## config.mk

```make
export PLATFORM = sky130hd
export DESIGN_NAME = seg7_frame_scheduler
export DESIGN_NICKNAME = d
export VERILOG_FILES = /design/src/rtl/seg7_frame_scheduler.sv
export SDC_FILE = /design/constraint.sdc
export NUM_CORES = 1
export LEC_CHECK = 0
export BUFFER_PORTS_ARGS = -buffer_cell sky130_fd_sc_hd__buf_4
export CORE_MARGIN = 5
export CORE_UTILIZATION = 45
export CTS_BUF_LIST = sky130_fd_sc_hd__clkbuf_8
export DETAILED_ROUTE_END_ITERATION = 6
export PLACE_DENSITY = 0.72
export REMOVE_ABC_BUFFERS = 1
export SYNTH_ARGS = -nofsm -noshare
export SYNTH_HDL_FRONTEND = slang
export SYNTH_SLANG_ARGS = --single-unit
```

## constraint.sdc

```tcl
create_clock -name i_clk -period 2.7 [get_ports i_clk]
set_clock_uncertainty 0.05 [all_clocks]
set_input_delay 0.54 -clock i_clk [delete_from_list [all_inputs] [get_ports i_clk]]
set_output_delay 0.54 -clock i_clk [all_outputs]
set_load 0.02 [all_outputs]
```

## src/rtl/seg7_frame_scheduler.sv

```systemverilog
// Serialises six 7-segment digit codes plus decimal points into one 48-bit frame,
// shifts it MSB first to cascaded shift registers and pulses the storage latch.
module seg7_frame_scheduler #(
  parameter int CLK_DIV        = 4,
  parameter bit SEG_ACTIVE_LOW = 1'b0
) (
  input  logic       i_clk,
  input  logic       i_reset_n,
  input  logic       i_en,
  input  logic       i_update,
  input  logic [6:0] i_hours_msb,
  input  logic [6:0] i_hours_lsb,
  input  logic [6:0] i_minutes_msb,
  input  logic [6:0] i_minutes_lsb,
  input  logic [6:0] i_seconds_msb,
  input  logic [6:0] i_seconds_lsb,
  input  logic [5:0] i_dp,
  output logic       o_serial_data,
  output logic       o_serial_clk,
  output logic       o_serial_latch,
  output logic       o_busy,
  output logic       o_done
);

  if (CLK_DIV < 1 || CLK_DIV > 255) begin : g_bad_clk_div
    $error("seg7_frame_scheduler: CLK_DIV must be in 1..255");
  end

  typedef enum logic [1:0] {
    S_IDLE  = 2'd0,
    S_SETUP = 2'd1,
    S_HIGH  = 2'd2,
    S_LATCH = 2'd3
  } state_e;

  localparam logic [7:0] DIV_LOAD = 8'(CLK_DIV - 1);

  state_e      state_q, state_d;
  logic [7:0]  div_q, div_d;
  logic [5:0]  bit_q, bit_d;
  logic [47:0] shreg_q, shreg_d;
  logic        pending_q, pending_d;
  logic        data_q, data_d;
  logic        sclk_q, sclk_d;
  logic        latch_q, latch_d;
  logic        busy_q, busy_d;
  logic        done_q, done_d;

  logic [47:0] frame_w;
  logic        start_w;
  logic        div_done_w;
  logic        last_bit_w;

  // i_update is a single-cycle request strobe with no ready: a request that cannot
  // start a frame right now is remembered in pending_q, and any number of such
  // requests collapse into one frame carrying the inputs present at its start.
  assign frame_w = {i_dp[5], i_hours_msb,   i_dp[4], i_hours_lsb,
                    i_dp[3], i_minutes_msb, i_dp[2], i_minutes_lsb,
                    i_dp[1], i_seconds_msb, i_dp[0], i_seconds_lsb}
                   ^ {48{SEG_ACTIVE_LOW}};

  assign start_w    = (state_q == S_IDLE) && i_en && (i_update || pending_q);
  assign div_done_w = (div_q == 8'd0);
  assign last_bit_w = (bit_q == 6'd0);

  // State register
  always_ff @(posedge i_clk or negedge i_reset_n) begin
    if (!i_reset_n) begin
      state_q <= S_IDLE;
    end else begin
      state_q <= state_d;
    end
  end

  // Next-state logic
  always_comb begin
    state_d = state_q;
    case (state_q)
      S_IDLE:  if (start_w)    state_d = S_SETUP;
      S_SETUP: if (div_done_w) state_d = S_HIGH;
      S_HIGH:  if (div_done_w) state_d = last_bit_w ? S_LATCH : S_SETUP;
      S_LATCH: if (div_done_w) state_d = S_IDLE;
      default: state_d = S_IDLE;
    endcase
  end

  // Datapath next values: divider reloads on every state entry, shift only on HIGH->SETUP
  always_comb begin
    div_d     = div_q;
    bit_d     = bit_q;
    shreg_d   = shreg_q;
    pending_d = pending_q;

    if (state_d == S_IDLE) begin
      div_d = 8'd0;
    end else if (state_d != state_q) begin
      div_d = DIV_LOAD;
    end else if (!div_done_w) begin
      div_d = div_q - 8'd1;
    end

    if (start_w) begin
      shreg_d = frame_w;
      bit_d   = 6'd47;
    end else if ((state_q == S_HIGH) && div_done_w && !last_bit_w) begin
      shreg_d = {shreg_q[46:0], 1'b0};
      bit_d   = bit_q - 6'd1;
    end

    if (start_w) begin
      pending_d = 1'b0;
    end else if (i_update) begin
      pending_d = 1'b1;
    end
  end

  // Output logic: pins are computed from the upcoming state and registered
  always_comb begin
    data_d  = 1'b0;
    sclk_d  = 1'b0;
    latch_d = 1'b0;
    busy_d  = (state_d != S_IDLE);
    done_d  = (state_q == S_LATCH) && (state_d == S_IDLE);
    case (state_d)
      S_SETUP: data_d = shreg_d[47];
      S_HIGH: begin
        data_d = shreg_d[47];
        sclk_d = 1'b1;
      end
      S_LATCH: latch_d = 1'b1;
      default: ;
    endcase
  end

  always_ff @(posedge i_clk or negedge i_reset_n) begin
    if (!i_reset_n) begin
      div_q     <= 8'd0;
      bit_q     <= 6'd0;
      shreg_q   <= 48'd0;
      pending_q <= 1'b0;
      data_q    <= 1'b0;
      sclk_q    <= 1'b0;
      latch_q   <= 1'b0;
      busy_q    <= 1'b0;
      done_q    <= 1'b0;
    end else begin
      div_q     <= div_d;
      bit_q     <= bit_d;
      shreg_q   <= shreg_d;
      pending_q <= pending_d;
      data_q    <= data_d;
      sclk_q    <= sclk_d;
      latch_q   <= latch_d;
      busy_q    <= busy_d;
      done_q    <= done_d;
    end
  end

  assign o_serial_data  = data_q;
  assign o_serial_clk   = sclk_q;
  assign o_serial_latch = latch_q;
  assign o_busy         = busy_q;
  assign o_done         = done_q;

endmodule

```

==> summary.md <==
| Metric | Value |
|---|---|
| I/O pins | `57` |
| Gate Count Post-Synth | `370` |
| Cell occurring most often along the worst timing path | `ha_1` |
| Commonest cells after routing, fill and taps aside | `nand2_1 (100), dfrtp_1 (70), buf_4 (61)` |
| Time the final worst path needs with I/O delays and setup | `2.52 ns` |
| Critical path buffer and inverter count | `1` |
| Number of enable flip-flop cells after synthesis | `0` |
| DRC | `0` |
| Global-route usage over all layers | `16.4%` |
| RSZ-0062 raised after global routing | `no` |
| Worst Path Required | `2.91 ns` |
| Final Cycle Share | `93.2%` |
| Global-route wire length before repair | `11,800 um` |
| Crit start category | `flop` |
| Crit path max fanout | `6` |
| Count of maximum capacitance violations | `0` |
| Startpoint of the worst register-to-register path | `div_q[0]$_DFFE_PN0P_` |
| CTS tree | `yes` |
| Final cell count without fillers | `524` |
| Maximum number of pins on one net before global-route repair | `71` |
| Antenna Cells | `0` |
| Data arrival time at the worst-slack endpoint | `2.72 ns` |
| Area share of the largest cell type after synthesis | `52.4%` |
| Critical path cell sequence | `inv_1 -> ha_1 -> or3b_2 -> nor2_4 -> nand2_1 -> mux2_2 -> ha_1 -> a211o_4 -> a21oi_1` |
| Worst-case reg-to-reg path depth | `9` |
| Largest cells by area after synthesis | `dfrtp_1 (52%), nand2_1 (11%), a31oi_1 (9.0%)` |
| CTS sink cnt | `70` |
| Later-pin clock latency in the skew report | `0.34 ns` |
| Area of the die | `0.00926 mm^2` |
| Critical Setup Path Class | `reg2reg` |
| Die Span Y | `96.2 um` |
| Pwr dens | `1000 mW/mm^2` |
| First-pass iteration count of the detailed router | `4` |
| Depth of the CTS H-tree | `3` |
| Max Freq | `398 MHz` |
| Final weighted congestion of routability-driven global placement | `0.770` |
| Cts bufs inserted | `9` |
| Antenna-violating nets left | `0` |
| Effective utilization at floorplan | `46.1%` |
| Maximum root-to-sink buffer count | `2` |
| Proportion of register bits with asynchronous set or reset after synthesis | `100%` |
| Cell at the root of the clock tree | `clkbuf_8` |
| Highest ir drop seen on vdd | `0.417 mV` |
| Setup fix buffers added after clock tree synthesis | `0` |
| Post-synthesis to final-layout area growth | `20.6%` |
| End of the worst register-to-register path | `div_q[4]$_DFFE_PN0P_` |
| Overall overflow remaining after global route | `0` |
| Share of layout cells above drive strength 1 | `20.9%` |
| Vias | `2,726` |
| Warnings, synthesis | `0` |
| Vias in the first global route | `2,681` |
| Most common cell after layout, fill and taps aside | `nand2_1` |
| Synth Cell Area | `0.00335 mm^2` |
| Endpoints failing hold | `0` |
| Fillcell total | `685` |
| Largest area contributor in the netlist | `dfrtp_1` |
| Avg Synthesized Cell Area | `9.04 um^2` |
| Inst Count DP | `509` |
| Crit path max-delay cell type | `or3b_2` |
| Status | `finished, final reports clean` |
| Rel. slew slack | `43.2%` |
| Clock slew at reported path FFs | `0.07 ns` |
| Post-synth top flop | `dfrtp_1` |
| Slowest Stage Delay on Critical Path | `0.53 ns` |
| Wire length reported by the detailed router | `6930 um` |
| Count of standard-cell rows | `31` |
| Layout net count | `479` |
| Delay-heaviest family, CP | `simple AND/OR/NAND/NOR gates` |
| # setup viols final | `0` |
| Seq/Total Area, Yosys | `52.4%` |
| Antenna violations before repair | `0` |
| I/O Buffers | `56` |
| HPWL after detailed placement | `4680 um` |
| Area of the placeable core | `0.00725 mm^2` |
| Reg-to-reg slack, setup | `0.18 ns` |
| Distinct cell type count after synthesis | `42` |
| Kind of path behind the tightest hold check | `in2async` |
| Die W | `96.2 um` |
| Setup tns final | `0 ns` |
| Leak | `1.88 nW` |
| Cts hold-fix bufs | `0` |
| Routed wire length per instance | `13.2 um` |
| Number of gates resized after CTS | `0` |
| Endpoint kind of the worst setup timing path | `flop` |
| Final slew viol count | `0` |
| Measured slew at the worst slew-check pin | `0.852 ns` |
| Mean number of vias per cell | `5.20` |
| #FFs+latches synth | `70` |
| DRC marker count from the first detailed-route iteration | `123` |
cells by family after synthesis:
| group | Yosys count | synth area share, % |
|---|---|---|
| and+or+nand+nor | 182 | 23.6 |
| AOI/OAI and AO/OA | 75 | 14.9 |
| DFF | 70 | 52.4 |
| buffers and inverters | 31 | 5.24 |
| adders and majority gates | 6 | 2.24 |
| xor gates and xnor gates | 4 | 1.05 |
| muxes | 2 | 0.636 |
cells in the mapped netlist, drive strengths merged (3+ instances only):
| library cell | number |
|---|---|
| nand2 | 100 |
| dfrtp | 70 |
| nor2 | 56 |
| a31oi | 48 |
| buf | 12 |
| clkbuf | 12 |
| inv | 7 |
| o21ai | 7 |
| a21oi | 6 |
| ha | 6 |
| or4 | 5 |
| nand3 | 4 |
| nand2b | 3 |
| o31ai | 3 |
| xor2 | 3 |
where the power goes:
part | internal (mW) | switching (mW)
logic | 0.663 | 0.802
registers | 1.50 | 0.267
clock network | 0.440 | 0.376
registers in the layout, indices dropped and copies added, names as in the netlist:
name	cells
bit_q	6
state_q	2
pending_q	1
o_serial_data	1
shreg_q	48
o_serial_clk	1
o_serial_latch	1
o_busy	1
div_q	8
o_done	1
worst max path at each step:
stage / from / end / slack [ns] / cells past startpoint
floorplan: state_q[1]$_DFF_PN0_ / bit_q[2]$_DFFE_PN0P_ / -0.70 / 4
global placement: div_q[0]$_DFFE_PN0P_ / div_q[6]$_DFFE_PN0P_ / 0.26 / 9
detailed placement: div_q[0]$_DFFE_PN0P_ / div_q[4]$_DFFE_PN0P_ / 0.19 / 9
CTS: div_q[0]$_DFFE_PN0P_ / div_q[4]$_DFFE_PN0P_ / 0.17 / 9
global route: div_q[0]$_DFFE_PN0P_ / div_q[4]$_DFFE_PN0P_ / 0.02 / 9
finish: div_q[0]$_DFFE_PN0P_ / div_q[4]$_DFFE_PN0P_ / 0.18 / 9
per-stage QoR:
step	area [um^2]	utilization [%]	setup WS [ns]	hold WS, ns	total power [mW]
floorplan	3200	-	-0.696	0.194	2.79
global placement	3840	52.9	0.256	0.437	3.19
detailed placement	3840	52.9	0.191	0.457	3.24
CTS	4030	55.5	0.168	0.290	4.08
global route	4040	55.6	0.0198	0.321	4.40
finish	4040	55.6	0.185	0.262	4.05
cell type report:
class                      instances  area, um^2  share of cell area, %
clock buffer                      10         138                   3.41
clock inverter                     5        50.0                   1.24
inverter                           7        26.3                  0.651
multi-input combinational        269        1430                   35.4
sequential                        70        1750                   43.4
tap                               99         124                   3.07
timing repair buffer              64         518                   12.8
routing by layer:
layer | GRT usage (%) | vias up | share of wire (%)
met1 | 21.8 | 1295 | 47
met5 | 0 | - | 0
met4 | 7.11 | 0 | 0.84
met3 | 3.99 | 6 | 4.7
met2 | 25.3 | 62 | 47
li1 | - | 1363 | -
worst register-to-register path: cells and delay by family (launching register included):
| family | cells | cell delay (ns) |
|---|---|---|
| multiplexers | 1 | 0.28 |
| flip-flops | 1 | 0.38 |
| adder cells (fa/ha/maj) | 2 | 0.43 |
| AND/OR/NAND/NOR | 3 | 0.77 |
| buffers and inverters | 1 | 0.10 |
| AO/OA/AOI/OAI | 2 | 0.43 |
(Power assumes the default switching activity.)
